[src/rtl/seq_alu_pkg.sv]
// Shared encodings for the sequential ALU/shifter: opcode and FSM state enums.
// Optional macro SEQ_ALU_ARITH_SHIFT_EN turns op 110 into an arithmetic right shift.
package seq_alu_pkg;

    typedef enum logic [2:0] {
        OP_OR   = 3'b000,
        OP_AND  = 3'b001,
        OP_ADD  = 3'b010,
        OP_LESS = 3'b011,
        OP_SLL  = 3'b100,
        OP_SRL  = 3'b101,
        OP_SRA  = 3'b110,
        OP_RSVD = 3'b111
    } op_e;

    typedef enum logic [1:0] {
        IDLE  = 2'd0,
        SHIFT = 2'd1,
        DONE  = 2'd2
    } state_e;

    // Ops that take the iterative shift path; SRA only when sign-fill is built in.
    function automatic logic is_shift_op(input op_e op);
`ifdef SEQ_ALU_ARITH_SHIFT_EN
        return (op == OP_SLL) || (op == OP_SRL) || (op == OP_SRA);
`else
        return (op == OP_SLL) || (op == OP_SRL);
`endif
    endfunction

endpackage

[src/rtl/seq_alu_core.sv]
// Single-cycle OR/AND/ADD/LESS datapath with signed-overflow flag.
// Any other opcode yields result 0 and overflow 0.
module seq_alu_core
    import seq_alu_pkg::*;
#(
    parameter int WIDTH = 32
) (
    input  op_e              i_op,
    input  logic             i_invert_a,
    input  logic             i_invert_b,
    input  logic [WIDTH-1:0] i_src1,
    input  logic [WIDTH-1:0] i_src2,
    output logic [WIDTH-1:0] o_result,
    output logic             o_overflow
);

    logic [WIDTH-1:0] w_a;
    logic [WIDTH-1:0] w_b;
    logic [WIDTH-1:0] w_sum;

    assign w_a   = i_invert_a ? ~i_src1 : i_src1;
    assign w_b   = i_invert_b ? ~i_src2 : i_src2;
    // invertB doubles as carry-in so that ADD with invertB computes A - B.
    assign w_sum = w_a + w_b + {{(WIDTH-1){1'b0}}, i_invert_b};

    always_comb begin
        // NOTE: every output gets a default before the case so no path leaves it unassigned (no latch).
        o_result   = '0;
        o_overflow = 1'b0;
        case (i_op)
            OP_OR:   o_result = w_a | w_b;
            OP_AND:  o_result = w_a & w_b;
            OP_ADD: begin
                o_result   = w_sum;
                o_overflow = (w_a[WIDTH-1] == w_b[WIDTH-1]) && (w_sum[WIDTH-1] != w_a[WIDTH-1]);
            end
            OP_LESS: o_result = {{(WIDTH-1){1'b0}}, ($signed(i_src1) < $signed(i_src2))};
            default: ;
        endcase
    end

endmodule

[src/rtl/seq_alu_shifter.sv]
// Handshaked ALU/shifter: ALU ops finish in one cycle, shifts iterate SHIFT_STEP bits per cycle.
// Define SEQ_ALU_ARITH_SHIFT_EN to enable op 110 (SRA); otherwise it behaves as reserved.
module seq_alu_shifter
    import seq_alu_pkg::*;
#(
    parameter  int WIDTH      = 32,
    parameter  int SHIFT_STEP = 1,
    localparam int SHAMT_W    = $clog2(WIDTH)
) (
    input  logic               CLK,
    input  logic               RST,
    input  logic               in_valid,
    output logic               in_ready,
    input  logic [2:0]         op,
    input  logic               invertA,
    input  logic               invertB,
    input  logic [WIDTH-1:0]   src1,
    input  logic [WIDTH-1:0]   src2,
    input  logic [SHAMT_W-1:0] shamt,
    output logic               out_valid,
    input  logic               out_ready,
    output logic [WIDTH-1:0]   result,
    output logic               zero,
    output logic               overflow
);

    // One extra bit so a step equal to WIDTH is representable.
    localparam logic [SHAMT_W:0] STEP = (SHAMT_W+1)'(SHIFT_STEP);

    state_e             r_state;
    state_e             w_state_next;
    op_e                r_op;
    logic [WIDTH-1:0]   r_work;
    logic [SHAMT_W:0]   r_rem;
    logic [WIDTH-1:0]   r_result;
    logic               r_zero;
    logic               r_overflow;

    op_e                w_op;
    logic               w_accept;
    logic               w_is_shift;
    logic [WIDTH-1:0]   w_alu_result;
    logic               w_alu_overflow;
    logic [SHAMT_W:0]   w_step;
    logic [SHAMT_W:0]   w_rem_next;
    logic [WIDTH-1:0]   w_shifted;

    assign w_op       = op_e'(op);
    assign w_accept   = in_valid && (r_state == IDLE);
    assign w_is_shift = is_shift_op(w_op);

    seq_alu_core #(
        .WIDTH (WIDTH)
    ) u_core (
        .i_op       (w_op),
        .i_invert_a (invertA),
        .i_invert_b (invertB),
        .i_src1     (src1),
        .i_src2     (src2),
        .o_result   (w_alu_result),
        .o_overflow (w_alu_overflow)
    );

    // Each SHIFT cycle moves min(STEP, remaining) bits.
    assign w_step     = (r_rem < STEP) ? r_rem : STEP;
    assign w_rem_next = r_rem - w_step;

    always_comb begin
        w_shifted = r_work;
        case (r_op)
            OP_SLL: w_shifted = r_work << w_step;
            OP_SRL: w_shifted = r_work >> w_step;
`ifdef SEQ_ALU_ARITH_SHIFT_EN
            OP_SRA: w_shifted = WIDTH'($signed(r_work) >>> w_step);
`endif
            default: ;
        endcase
    end

    always_ff @(posedge CLK) begin
        // NOTE: sequential state uses non-blocking (<=) so all registers update from pre-edge values.
        if (RST) begin
            r_state <= IDLE;
        end else begin
            r_state <= w_state_next;
        end
    end

    always_comb begin
        w_state_next = r_state;
        case (r_state)
            IDLE:    if (w_accept) w_state_next = w_is_shift ? SHIFT : DONE;
            SHIFT:   if (w_rem_next == '0) w_state_next = DONE;
            DONE:    if (out_ready) w_state_next = IDLE;
            default: w_state_next = IDLE;
        endcase
    end

    always_ff @(posedge CLK) begin
        if (RST) begin
            // NOTE: the working registers are reset too, so nothing from an aborted shift survives.
            r_op       <= OP_OR;
            r_work     <= '0;
            r_rem      <= '0;
            r_result   <= '0;
            r_zero     <= 1'b0;
            r_overflow <= 1'b0;
        end else begin
            case (r_state)
                IDLE: begin
                    if (w_accept) begin
                        r_op <= w_op;
                        if (w_is_shift) begin
                            r_work <= src2;
                            r_rem  <= {1'b0, shamt};
                        end else begin
                            r_result   <= w_alu_result;
                            r_zero     <= (w_alu_result == '0);
                            r_overflow <= w_alu_overflow;
                        end
                    end
                end
                SHIFT: begin
                    r_work <= w_shifted;
                    r_rem  <= w_rem_next;
                    if (w_rem_next == '0) begin
                        r_result   <= w_shifted;
                        r_zero     <= (w_shifted == '0);
                        r_overflow <= 1'b0;
                    end
                end
                default: ;
            endcase
        end
    end

    assign in_ready  = (r_state == IDLE);
    assign out_valid = (r_state == DONE);
    assign result    = r_result;
    assign zero      = r_zero;
    assign overflow  = r_overflow;

endmodule

[config.mk]
export PLATFORM = sky130hd
export DESIGN_NAME = seq_alu_shifter
export DESIGN_NICKNAME = d
export VERILOG_FILES = /design/src/rtl/seq_alu_pkg.sv /design/src/rtl/seq_alu_core.sv /design/src/rtl/seq_alu_shifter.sv
export SDC_FILE = /design/constraint.sdc
export NUM_CORES = 1
export LEC_CHECK = 0
export CORE_MARGIN = 2
export CORE_UTILIZATION = 45
export CTS_BUF_LIST = sky130_fd_sc_hd__clkbuf_4
export CTS_CLUSTER_SIZE = 8
export DETAILED_ROUTE_END_ITERATION = 6
export GPL_ROUTABILITY_DRIVEN = 0
export PLACE_DENSITY = 0.7
export SYNTH_ARGS = -nofsm -noshare
export SYNTH_HDL_FRONTEND = slang
export SYNTH_SLANG_ARGS = --single-unit
[constraint.sdc]
create_clock -name CLK -period 4.4 [get_ports CLK]
set_input_delay 0.88 -clock CLK [delete_from_list [all_inputs] [get_ports CLK]]
set_output_delay 0.88 -clock CLK [all_outputs]
set_load 0.005 [all_outputs]
==> reports/qor.txt <==
Largest net degree at the start of global routing = 78
Post-DRT Antenna Nets = 0
Simple-gate area share of the yosys netlist = 21.4%
Worst path most repeated cell = nand3_1
Gr ovfl total = 0
Layout cells sized above 1 = 7.14%
Worst hold margin = 0.459 ns
Adder-Cell Fraction of Synth Area = 13.7%
Hold Startpoint = result[10]
Path type of the worst setup path = primary input to flop
Postcts setup bufs = 0
Worst-path clk slew = 0.14 ns
Pwr/cell area = 315 nW/um2
Setup tns final = 0 ns
Reg-to-reg slack, setup = 0.63 ns
Hold Fails Final Rpt = 0
Die W = 145 um
Post-cts resize count = 0
Global-route wire length before repair = 46300 um
Initial antenna violation count = 1
Initial Util = 45.7%
Critical Path RT = 4.81 ns
Crit-path cells = clkdlybuf4s50_1, xor2_2, inv_1, a21oi_1, fa_1, nand3_1, a211oi_1, nor2_1, xnor2_1, o311ai_0, nand3_1, nor4_1, and4_1, nand4_1, o21ai_1
Die H = 145 um
Core Area = 19500 um2
Relative slew slack = 17.1%
Iter 0 DRT Violations = 971
# port buffers = 113
Crit-path max FO = 3
Mux share of post-synthesis cell area = 4.18%
Commonest non-fill, non-tap cell in the layout = nand2_1
Fin crit period = 4.07 ns
Largest family of logic cells by synthesized area = compound AO/OA/AOI/OAI gates
Syn. warnings = 0
Die area = 20900 um2
Vias in the first global route = 8809
CTS tree = yes
H-tree depth = 3
Share of power burned in registers = 27.1%
Worst vdd ir = 0.154 mV
Crit path capture type = flop
Hold endpoint = result[10]
Least-Margin Pin Slew = 1.24 ns
Final #Nets = 1542
Row cnt = 51
Internal Power = 1.95 mW
Leakage power = 4.50 nW
Cell count after synthesis = 1273
Synth Register Bits = 77
TritonCTS Buffers = 9
Most frequent cells in the layout = nand2_1, nor2_1, a21oi_1, inv_1, clkdlybuf4s50_1
RR Startpoint = r_rem[1]
CP peak stage delay = 0.56 ns
Post-synth EDFFs = 0
Max Freq = 246 MHz
Final Power = 3.36 mW
Clk buf depth = 2
Max Cap Viol = 0
Logic gate share of total power = 52.6%
Clk root buf = clkbuf_4
Placed cell count = 1621
Drt wl/cell = 18.3 um
Non-filler cells, final = 1638
Post-CTS Hold Fix Bufs = 0
Status = finished, final reports clean
RSZ-0062 raised after global routing = false
Post-Synth XOR/XNOR Area = 8.74%
WL final = 30000 um
Ys flop type = dfxtp_1
Final Max Tran Viols = 0
Count of cell types in the netlist = 75
Worst path slowest cell = o311ai_0
Detailed Place HPWL = 23200 um
Synth Cell Area = 8900 um2
RR Endpoint = zero
I/O pins = 114
Critical Path AT = 4.48 ns
Drt pass-1 iters = 5
Complex-gate fraction of the synthesized area = 26.5%
Avg Cell Area, Syn = 6.99 um2
Depth of the most critical reg-to-reg path = 11
Final period util = 92.5%
Hold path depth = 2
CP Launch Type = primary input
Dpl cell area = 10400 um2
GR Util All Layers = 28.4%
Syn nets = 1448
Net Sw Power = 1.41 mW
Clock Latency Late Sink = 0.46 ns
Final setup skew = 0.0166 ns
Hold WC Path Type = flop to flop
Area growth, synth to finish = 20.0%
Finished Cell Area = 10700 um2
Vias per cell = 5.84
Post-synth ARST share = 0%
Detailed-route DRC error count = 0
DR vias = 9564
Clock power frac = 20.3%
Final setup viols = 0
Clk sink count = 77
Sequential element share of the synthesized area = 17.3%
Switching share of total power = 42.0%
## worst max-delay path, delay by kind of cell
kind,cells,cell delay (ns)
AO/OA/AOI/OAI,4,1.27
adder cells (fa/ha/maj),1,0.24
XOR/XNOR,2,0.36
buffers and inverters,2,0.63
AND/OR/NAND/NOR,6,1.08
## kinds of logic after synthesis
family | Yosys count
flops | 77
xor+xnor | 88
buf+inv | 188
simple gates | 429
compound gates | 357
mux | 37
fa+ha+maj | 97
## how the worst max path moves through the flow
stage	cells after the start	endpoint	startpoint	slack (ns)
detailed placement	15	zero	src1[0]	-0.07
global placement	15	zero	src1[0]	-0.04
finish	15	zero	src1[0]	0.33
floorplan	15	result[31]	invertB	0.11
global route	15	zero	src1[0]	0.08
CTS	15	zero	src1[0]	0.39
## registers in the layout, indices dropped and copies added (netlist names)
register / flops
r_rem: 6
zero: 1
result: 32
r_op: 3
r_work: 32
r_state: 2
overflow: 1
## synthesized netlist by cell type, types with 3 or more instances
cell type | instances | area, um2
nand2_1 | 172 | 646
nor2_1 | 130 | 488
a21oi_1 | 125 | 626
inv_1 | 110 | 413
ha_1 | 96 | 1200
dfxtp_1 | 77 | 1540
xor2_1 | 76 | 666
o21ai_0 | 65 | 325
clkbuf_1 | 64 | 240
mux2i_1 | 36 | 360
a211oi_1 | 31 | 233
nor3_1 | 29 | 145
a311oi_1 | 18 | 158
nand3_1 | 17 | 85.1
nand4_1 | 17 | 106
a21o_1 | 11 | 82.6
nor4_1 | 11 | 68.8
xnor2_1 | 11 | 96.3
a22oi_1 | 9 | 67.6
and2_1 | 9 | 56.3
a31o_2 | 8 | 70.1
and3_1 | 8 | 50.1
nand2b_1 | 8 | 50.1
nor2b_1 | 8 | 50.1
o211ai_1 | 8 | 60.1
o31ai_1 | 8 | 60.1
a31oi_1 | 7 | 43.8
buf_1 | 7 | 26.3
o22ai_1 | 7 | 43.8
o21bai_1 | 6 | 45.0
a221oi_1 | 5 | 43.8
buf_2 | 5 | 25.0
o32ai_1 | 5 | 43.8
a2111oi_0 | 4 | 35.0
o21a_1 | 4 | 30.0
o22a_1 | 4 | 35.0
or3_1 | 4 | 25.0
o32a_1 | 3 | 30.0
## layout make-up
| cell class | instances | area [um2] |
|---|---|---|
| clock inverter | 6 | 159 |
| clock buffer | 10 | 75.1 |
| tap | 265 | 332 |
| antenna | 1 | 2.50 |
| inverter | 110 | 413 |
| sequential | 77 | 1540 |
| fill | 1945 | 8780 |
| timing repair buffer | 161 | 1500 |
| multi-input combinational | 1008 | 6660 |
## metrics by stage
step	setup WS (ns)	util, %
after floorplan	0.107	-
after global placement	-0.0443	53.7
after detailed placement	-0.0677	53.7
after CTS	0.387	54.9
after global routing	0.0824	54.9
final	0.328	54.9
## per-layer routing
metal,global-route usage [%],part of all wire [%],wire (um),up-vias
met4,9.71,2.9,860,0
met5,0,0,0,-
met1,39.0,44,13200,4491
met3,3.44,7.8,2330,49
met2,45.9,45,13600,368
li1,-,-,-,4656
## power groups by stage
stage          logic [mW]  registers (mW)  clock network (mW)
3_3_place_gp         1.71           0.920                   0
3_5_place_dp         1.73           0.923                   0
5_1_grt              1.95           0.923               0.706
2_1_floorplan        1.17           0.882                   0
6_report             1.77           0.910               0.681
4_1_cts              1.74           0.907               0.680
No activity file was read; power rests on OpenSTA's default activity.
